===== src/rtl/nb_chest_pkg.sv =====
// Shared slot geometry defaults and enums for the NB-IoT channel-estimation path.
package nb_chest_pkg;

  localparam int N_SC       = 12;
  localparam int N_SYM      = 7;
  localparam int PILOT_SYM0 = 5;
  localparam int PILOT_SYM1 = 6;

  typedef enum logic {
    MODE_INTERP = 1'b0,
    MODE_HOLD   = 1'b1
  } mode_e;

  typedef enum logic {
    ST_IDLE   = 1'b0,
    ST_STREAM = 1'b1
  } state_e;

  // Nearest-pilot choice; ties between the pilots resolve to est1.
  function automatic logic pick_est2(input int sym, input int p0, input int p1);
    if (sym <= p0) return 1'b0;
    if (sym >= p1) return 1'b1;
    return ((sym - p0) > (p1 - sym));
  endfunction

endpackage


===== src/rtl/pilot_est_buf.sv =====
// Pilot estimate store: est1/est2 per (port, subcarrier), one guarded write
// port and combinational reads addressed by the stream counters.
module pilot_est_buf #(
  parameter int  WIDTH     = 16,
  parameter int  N_SC      = 12,
  parameter int  NUM_PORTS = 2,
  localparam int SCW       = $clog2(N_SC)
) (
  input  logic             clk,
  input  logic             wr_en_i,
  input  logic             wr_port_i,
  input  logic [SCW-1:0]   wr_sc_i,
  input  logic [WIDTH-1:0] wr_est1_i,
  input  logic [WIDTH-1:0] wr_est2_i,
  input  logic             rd_port_i,
  input  logic [SCW-1:0]   rd_sc_i,
  output logic [WIDTH-1:0] rd_est1_o,
  output logic [WIDTH-1:0] rd_est2_o
);

  localparam int DEPTH = NUM_PORTS * N_SC;
  localparam int AW    = (DEPTH > 1) ? $clog2(DEPTH) : 1;

  logic [WIDTH-1:0] est1_q [DEPTH];
  logic [WIDTH-1:0] est2_q [DEPTH];

  logic          wr_ok;
  logic [AW-1:0] wr_addr;
  logic [AW-1:0] rd_addr;

  // Out-of-range coordinates would alias onto another port's entries, so drop them.
  assign wr_ok   = wr_en_i && (int'(wr_sc_i) < N_SC) && (int'(wr_port_i) < NUM_PORTS);
  assign wr_addr = AW'(int'(wr_port_i) * N_SC + int'(wr_sc_i));
  assign rd_addr = AW'(int'(rd_port_i) * N_SC + int'(rd_sc_i));

  always_ff @(posedge clk) begin
    if (wr_ok) begin
      est1_q[wr_addr] <= wr_est1_i;
      est2_q[wr_addr] <= wr_est2_i;
    end
  end

  assign rd_est1_o = est1_q[rd_addr];
  assign rd_est2_o = est2_q[rd_addr];

endmodule


===== src/rtl/h_eqlz_sequencer.sv =====
// Streams one slot of per-RE channel estimates to the equaliser: pilot symbols
// from the local buffer, data symbols from the interpolator or a held pilot.
module h_eqlz_sequencer #(
  parameter int  WIDTH      = 16,
  parameter int  N_SC       = nb_chest_pkg::N_SC,
  parameter int  N_SYM      = nb_chest_pkg::N_SYM,
  parameter int  PILOT_SYM0 = nb_chest_pkg::PILOT_SYM0,
  parameter int  PILOT_SYM1 = nb_chest_pkg::PILOT_SYM1,
  parameter int  NUM_PORTS  = 2,
  localparam int SCW        = $clog2(N_SC),
  localparam int SYMW       = $clog2(N_SYM)
) (
  input  logic             clk,
  input  logic             rst,
  input  logic             est_wr,
  input  logic             est_port,
  input  logic [SCW-1:0]   est_sc,
  input  logic [WIDTH-1:0] est1,
  input  logic [WIDTH-1:0] est2,
  input  logic             mode,
  input  logic             start,
  input  logic             div_valid,
  input  logic [WIDTH-1:0] div_res,
  output logic             div_ready,
  output logic             h_valid,
  input  logic             h_ready,
  output logic [WIDTH-1:0] h_eqlz,
  output logic             h_port,
  output logic [SYMW-1:0]  h_sym,
  output logic [SCW-1:0]   h_sc,
  output logic             h_last,
  output logic             busy
);

  import nb_chest_pkg::*;

  localparam logic            PORT_LAST = 1'(NUM_PORTS - 1);
  localparam logic [SYMW-1:0] SYM_LAST  = SYMW'(N_SYM - 1);
  localparam logic [SCW-1:0]  SC_LAST   = SCW'(N_SC - 1);
  localparam logic [SYMW-1:0] SYM_P0    = SYMW'(PILOT_SYM0);
  localparam logic [SYMW-1:0] SYM_P1    = SYMW'(PILOT_SYM1);

  state_e           state_q, state_d;
  mode_e            mode_q, mode_d;
  logic             port_q, port_d;
  logic [SYMW-1:0]  sym_q, sym_d;
  logic [SCW-1:0]   sc_q, sc_d;
  logic             done_q, done_d;
  logic             valid_q, valid_d;
  logic [WIDTH-1:0] data_q, data_d;
  logic             oport_q, oport_d;
  logic [SYMW-1:0]  osym_q, osym_d;
  logic [SCW-1:0]   osc_q, osc_d;
  logic             last_q, last_d;

  logic             buf_wr;
  logic [WIDTH-1:0] rd_est1;
  logic [WIDTH-1:0] rd_est2;
  logic             is_pilot;
  logic             from_buf;
  logic             use_est2;
  logic             src_valid;
  logic [WIDTH-1:0] src_data;
  logic             active;
  logic             out_free;
  logic             load;
  logic             xfer;
  logic             final_re;

  assign buf_wr = est_wr && (state_q == ST_IDLE);

  pilot_est_buf #(
    .WIDTH    (WIDTH),
    .N_SC     (N_SC),
    .NUM_PORTS(NUM_PORTS)
  ) u_pilot_est_buf (
    .clk      (clk),
    .wr_en_i  (buf_wr),
    .wr_port_i(est_port),
    .wr_sc_i  (est_sc),
    .wr_est1_i(est1),
    .wr_est2_i(est2),
    .rd_port_i(port_q),
    .rd_sc_i  (sc_q),
    .rd_est1_o(rd_est1),
    .rd_est2_o(rd_est2)
  );

  // The counters always point at the next RE to load; done_q freezes them after the last one.
  always_comb begin
    is_pilot  = (sym_q == SYM_P0) || (sym_q == SYM_P1);
    from_buf  = is_pilot || (mode_q == MODE_HOLD);
    use_est2  = pick_est2(int'(sym_q), PILOT_SYM0, PILOT_SYM1);
    src_data  = from_buf ? (use_est2 ? rd_est2 : rd_est1) : div_res;
    src_valid = from_buf || div_valid;
    active    = (state_q == ST_STREAM) && !done_q;
    out_free  = !valid_q || h_ready;
    load      = active && out_free && src_valid;
    xfer      = valid_q && h_ready;
    final_re  = (port_q == PORT_LAST) && (sym_q == SYM_LAST) && (sc_q == SC_LAST);
    div_ready = active && out_free && !from_buf;
  end

  always_comb begin
    state_d = state_q;
    mode_d  = mode_q;
    port_d  = port_q;
    sym_d   = sym_q;
    sc_d    = sc_q;
    done_d  = done_q;
    valid_d = valid_q;
    data_d  = data_q;
    oport_d = oport_q;
    osym_d  = osym_q;
    osc_d   = osc_q;
    last_d  = last_q;
    unique case (state_q)
      ST_IDLE: begin
        if (start) begin
          state_d = ST_STREAM;
          mode_d  = mode_e'(mode);
          port_d  = 1'b0;
          sym_d   = '0;
          sc_d    = '0;
          done_d  = 1'b0;
        end
      end
      ST_STREAM: begin
        if (xfer) begin
          valid_d = 1'b0;
          last_d  = 1'b0;
          if (last_q) state_d = ST_IDLE;
        end
        if (load) begin
          valid_d = 1'b1;
          data_d  = src_data;
          oport_d = port_q;
          osym_d  = sym_q;
          osc_d   = sc_q;
          last_d  = final_re;
          if (final_re) begin
            done_d = 1'b1;
          end else if (sc_q != SC_LAST) begin
            sc_d = sc_q + 1'b1;
          end else begin
            sc_d = '0;
            if (sym_q != SYM_LAST) begin
              sym_d = sym_q + 1'b1;
            end else begin
              sym_d  = '0;
              port_d = port_q + 1'b1;
            end
          end
        end
      end
      default: state_d = ST_IDLE;
    endcase
  end

  always_ff @(posedge clk) begin
    if (rst) begin
      state_q <= ST_IDLE;
      mode_q  <= MODE_INTERP;
      port_q  <= 1'b0;
      sym_q   <= '0;
      sc_q    <= '0;
      done_q  <= 1'b0;
      valid_q <= 1'b0;
      data_q  <= '0;
      oport_q <= 1'b0;
      osym_q  <= '0;
      osc_q   <= '0;
      last_q  <= 1'b0;
    end else begin
      state_q <= state_d;
      mode_q  <= mode_d;
      port_q  <= port_d;
      sym_q   <= sym_d;
      sc_q    <= sc_d;
      done_q  <= done_d;
      valid_q <= valid_d;
      data_q  <= data_d;
      oport_q <= oport_d;
      osym_q  <= osym_d;
      osc_q   <= osc_d;
      last_q  <= last_d;
    end
  end

  assign h_valid = valid_q;
  assign h_eqlz  = data_q;
  assign h_port  = oport_q;
  assign h_sym   = osym_q;
  assign h_sc    = osc_q;
  assign h_last  = last_q;
  assign busy    = (state_q == ST_STREAM);

endmodule

===== config.mk =====
export PLATFORM = sky130hd
export DESIGN_NAME = h_eqlz_sequencer
export DESIGN_NICKNAME = d
export VERILOG_FILES = /design/src/rtl/nb_chest_pkg.sv /design/src/rtl/pilot_est_buf.sv /design/src/rtl/h_eqlz_sequencer.sv
export SDC_FILE = /design/constraint.sdc
export NUM_CORES = 1
export LEC_CHECK = 0
export CORE_ASPECT_RATIO = 0.9
export CORE_UTILIZATION = 61
export CTS_BUF_LIST = sky130_fd_sc_hd__clkbuf_8 sky130_fd_sc_hd__clkbuf_16
export DETAILED_ROUTE_END_ITERATION = 7
export GPL_TIMING_DRIVEN = 0
export PLACE_DENSITY = 0.79
export RECOVER_POWER = 100
export SETUP_SLACK_MARGIN = 0.1
export SYNTH_ARGS = -nofsm -noshare
export SYNTH_HDL_FRONTEND = slang
export SYNTH_SLANG_ARGS = --single-unit

===== constraint.sdc =====
create_clock -name clk -period 4 [get_ports clk]
set_clock_uncertainty 0.15 [all_clocks]
set_input_delay 0.6 -clock clk [delete_from_list [all_inputs] [get_ports clk]]
set_output_delay 0.6 -clock clk [all_outputs]
set_load 0.01 [all_outputs]

==> flow_results.org <==
** Run status
- The flow ran to the end, but the final reports show violations.
- The final reports fail on max-capacitance violations, max-slew violations.

** Clock network
- Clock tree buffer depth :: 3
- Cts hold-fix bufs :: 0
- The tree is rooted in a sky130_fd_sc_hd__clkbuf_16.
- For the worst-skew pair, the clock arrives at the later sink with an insertion delay of 0.63 ns.
- TritonCTS created 77 clock buffers.
- TritonCTS built the clock tree.
- Clock-pin slew was measured on the worst setup and hold paths at 0.06 ns.
- Clock tree synthesis found a total of 805 sinks.
- Number of H-tree branching levels :: 3

** Place
- Detail Placement HPWL :: 53990 um
- Routability-driven placement congestion ratio :: 0.9393
- Cell count after placement :: 2369
- The count of buffers added on input and output ports is 87.

** GRT
- Via count of the first global-routing pass :: 17570
- Maximum number of pins on one net before global-route repair :: 25
- The first global-routing pass estimated 119900 um of wire.
- The initial antenna violation count was 4.
- Congestion Overflow GR :: 0
- Global-route usage over all layers :: 0.3235

** Critical path
- Of all nets on the critical path, the largest fanout is 10.
- Setup slack on the worst flop-to-flop path :: 0.15 ns
- The worst register-to-register path has a depth of 9.
- The worst setup path is launched from a flop.
- Crit Reg-Reg Startpoint :: sym_q[0]
- Critical path capture point type :: primary output
- The worst register-to-register path ends at h_sym[1].
- The critical path is of the reg -> out type.
- Data arrival, critical path :: 3.18 ns
- Worst path required time :: 3.25 ns

** Min path
- Hold path start :: h_sc[2]
- Worst hold endpoint :: h_sc[2]
- The worst hold path belongs to the class reg -> reg.
- Hold path depth :: 2

** Power
- Total power draw :: 17190 uW
- Static power due to leakage :: 0.01161 uW
- Across the VDD grid, the largest voltage drop is 0.0003908 V.
- In this run the power density over the cells is 471.9 mW/mm^2.

** Layout
- After the flow finishes, the layout carries non-filler instances totaling 2510.
- Of the cells placed in the final design, the portion with a size suffix greater than 1 is 0.2028.
- Growth of design area from synthesis to finish :: 14.63%
- Final-stage net count :: 1833

** Timing
- Setup violations remaining at the end of the flow were counted as 0.
- Final slew viol count :: 12
- Setup repair after global routing missed its margin :: no
- Fraction of the cycle the final worst path needs :: 0.9820
- Relative slew margins :: -0.02345
- Hold_ws :: 0.3109 ns
- Maximum clock frequency :: 254.6 MHz
- For the pin with the worst max-slew slack, the measured transition is 1.530 ns.
- Counting I/O delays and the setup requirement, the final critical path takes 3.928 ns.
- Final number of hold-violating endpoints :: 0

** Logic synthesis
- Net count after synthesis :: 1639
- Synthesis handed over a netlist of 1574 instances.
- In this run the cell area of the synthesized design comes to 0.03178 mm^2.
- Ys flop type :: sky130_fd_sc_hd__edfxtp_1
- Yosys mapped a number of flops with a built-in enable equal to 768.
- Dividing the synthesized area by the synthesized cell count gives 20.19 um^2.
- Synthesis inferred 805 register bits.
- Yosys mapped the design onto 68 distinct sky130hd cell types.
- Number of warnings reported in the yosys synthesis log :: 0
- Sequential share of the synthesized area :: 0.7491
- Counting flops with an async set or reset pin after synthesis yields a share of 0.

** Routing
- Post-DR wirelength/cell :: 33.31 um
- Vias post-DR :: 17430
- Total Wirelength :: 83620 um
- For this run, design rule violations remaining after detail routing come to 0.
- In this run the remaining antenna-violating nets after routing total 0.
- Using the TritonRoute via totals, the vias-per-cell ratio works out to 6.945.
- The first routing iteration left 2664 violations.
- DR pass1 iterations :: 6

** Die
- The initial utilization of the core area, before any placement, comes to 0.6238.
- From bottom edge to top edge, the die measures 218.5 um.
- Core Rows :: 78
- The die covers 0.05301 mm^2.
- 88 I/O pins were placed.
- After floorplanning, the core was sized to cover 0.05094 mm^2.
- Die outline width :: 242.6 um

** Job
- Number of max-cap violations :: 3
## critical path: stages, from the launching register on
cell and delay, ns:
sky130_fd_sc_hd__dfxtp_1 0.40, sky130_fd_sc_hd__buf_2 0.24, sky130_fd_sc_hd__inv_1 0.20, sky130_fd_sc_hd__a211o_1 0.41
sky130_fd_sc_hd__clkbuf_2 0.26, sky130_fd_sc_hd__buf_4 0.25, sky130_fd_sc_hd__nor2_2 0.20, sky130_fd_sc_hd__clkdlybuf4s50_1 0.58
## worst max path at each step
stage	from	endpoint	slack (ns)	cells after the start
finish	busy	div_ready	0.07	7
global route	busy	div_ready	0.06	7
CTS	sc_q[2]	h_eqlz[12]	0.10	10
detailed placement	sc_q[2]	h_eqlz[12]	-0.33	10
global placement	est_port	u_pilot_est_buf.est1_q[6][10]	-2.12	5
floorplan	est_port	u_pilot_est_buf.est1_q[4][0]	0.25	4
## layout by cell type, fill, tap and decap left out, types with 15 or more instances in the layout
master,n
sky130_fd_sc_hd__a22o_1,16
sky130_fd_sc_hd__clkdlybuf4s50_1,26
sky130_fd_sc_hd__nor2_1,27
sky130_fd_sc_hd__dfxtp_1,37
sky130_fd_sc_hd__inv_1,42
sky130_fd_sc_hd__a2111oi_0,18
sky130_fd_sc_hd__edfxtp_1,768
sky130_fd_sc_hd__mux2_2,28
sky130_fd_sc_hd__buf_12,22
sky130_fd_sc_hd__o22ai_1,16
sky130_fd_sc_hd__a22oi_1,16
sky130_fd_sc_hd__nor2b_1,16
sky130_fd_sc_hd__clkbuf_1,32
sky130_fd_sc_hd__nor2_2,18
sky130_fd_sc_hd__buf_2,15
sky130_fd_sc_hd__mux4_2,132
sky130_fd_sc_hd__dlygate4sd3_1,63
sky130_fd_sc_hd__mux2i_1,117
sky130_fd_sc_hd__a211oi_1,15
sky130_fd_sc_hd__nand2_1,49
sky130_fd_sc_hd__a21oi_1,26
sky130_fd_sc_hd__clkbuf_16,79
## per-layer routing
layer | GRT usage | vias up | wire (um)
li1 | - | 6969 | -
met1 | 0.4480 | 8876 | 30730
met2 | 0.4825 | 1341 | 37840
met3 | 0.1034 | 247 | 11460
met4 | 0.1308 | 0 | 3592
met5 | 0 | - | 0
## cell type report
cell class	instances	area, um^2
flip-flops and latches	805	23800
fillers	2939	14520
multi-input cells	657	7269
clock buffers	83	2032
repair buffers	115	1410
well taps	680	850.8
plain buffers	96	688.2
clock inverters	57	310.3
inverters	16	60.06
diodes	1	2.502
## synth_stat cells, types with 19 or more instances
| cell | count | area (um^2) |
|---|---|---|
| sky130_fd_sc_hd__nand2_1 | 49 | 183.9 |
| sky130_fd_sc_hd__nor2_1 | 46 | 172.7 |
| sky130_fd_sc_hd__edfxtp_1 | 768 | 23060 |
| sky130_fd_sc_hd__mux2i_1 | 117 | 1171 |
| sky130_fd_sc_hd__a21oi_1 | 26 | 130.1 |
| sky130_fd_sc_hd__mux2_2 | 28 | 315.3 |
| sky130_fd_sc_hd__clkbuf_1 | 29 | 108.9 |
| sky130_fd_sc_hd__buf_2 | 20 | 100.1 |
| sky130_fd_sc_hd__mux4_2 | 132 | 2973 |
| sky130_fd_sc_hd__dfxtp_1 | 37 | 740.7 |
| sky130_fd_sc_hd__a2111oi_0 | 19 | 166.4 |
## registers in the layout, indices dropped and copies added (netlist names)
register	flops
sym_q	3
sc_q	4
h_valid	1
busy	1
h_last	1
u_pilot_est_buf.est2_q	384
h_sc	4
h_sym	3
done_q	1
u_pilot_est_buf.est1_q	384
h_port	1
mode_q	1
h_eqlz	16
port_q	1
## through the flow
step / cell area [um^2] / worst slack (ns) / utilization / TNS, ns
after global routing: 36420 / 0.06140 / 0.7150 / 0
after CTS: 36670 / 0.1043 / 0.7198 / 0
after floorplan: 31780 / 0.2487 / - / 0
after global placement: 33500 / -2.120 / 0.6576 / -1389.72
final: 36430 / 0.07197 / 0.7150 / 0
after detailed placement: 34320 / -0.3262 / 0.6737 / -1.455
## cell families (layout without fill, tap and decap cells)
logic type               Yosys count  after routing  synth area share
flip-flops                       805            805            0.7491
multiplexers                     291            291            0.1519
AO/OA/AOI/OAI                    198            198           0.04737
AND/OR/NAND/NOR                  162            162           0.02449
buffers and inverters            112            367           0.02386
adder cells (fa/ha/maj)            5              5          0.002441
XOR/XNOR                           1              1         0.0008664
other                              0              1                 0
## report_power, final
group	internal [uW]	switching, uW	total, uW
Clock	3780	3020	6810
Sequential	9300	33.1	9340
Combinational	400	646	1050
Total	13500	3700	17200
## timing repair
action                     in CTS  in global routing
resized for setup               4                  5
setup endpoints to repair      11                  7
cloned                          0                  0
setup buffers                   0                  0
(Power assumes the default switching activity.)
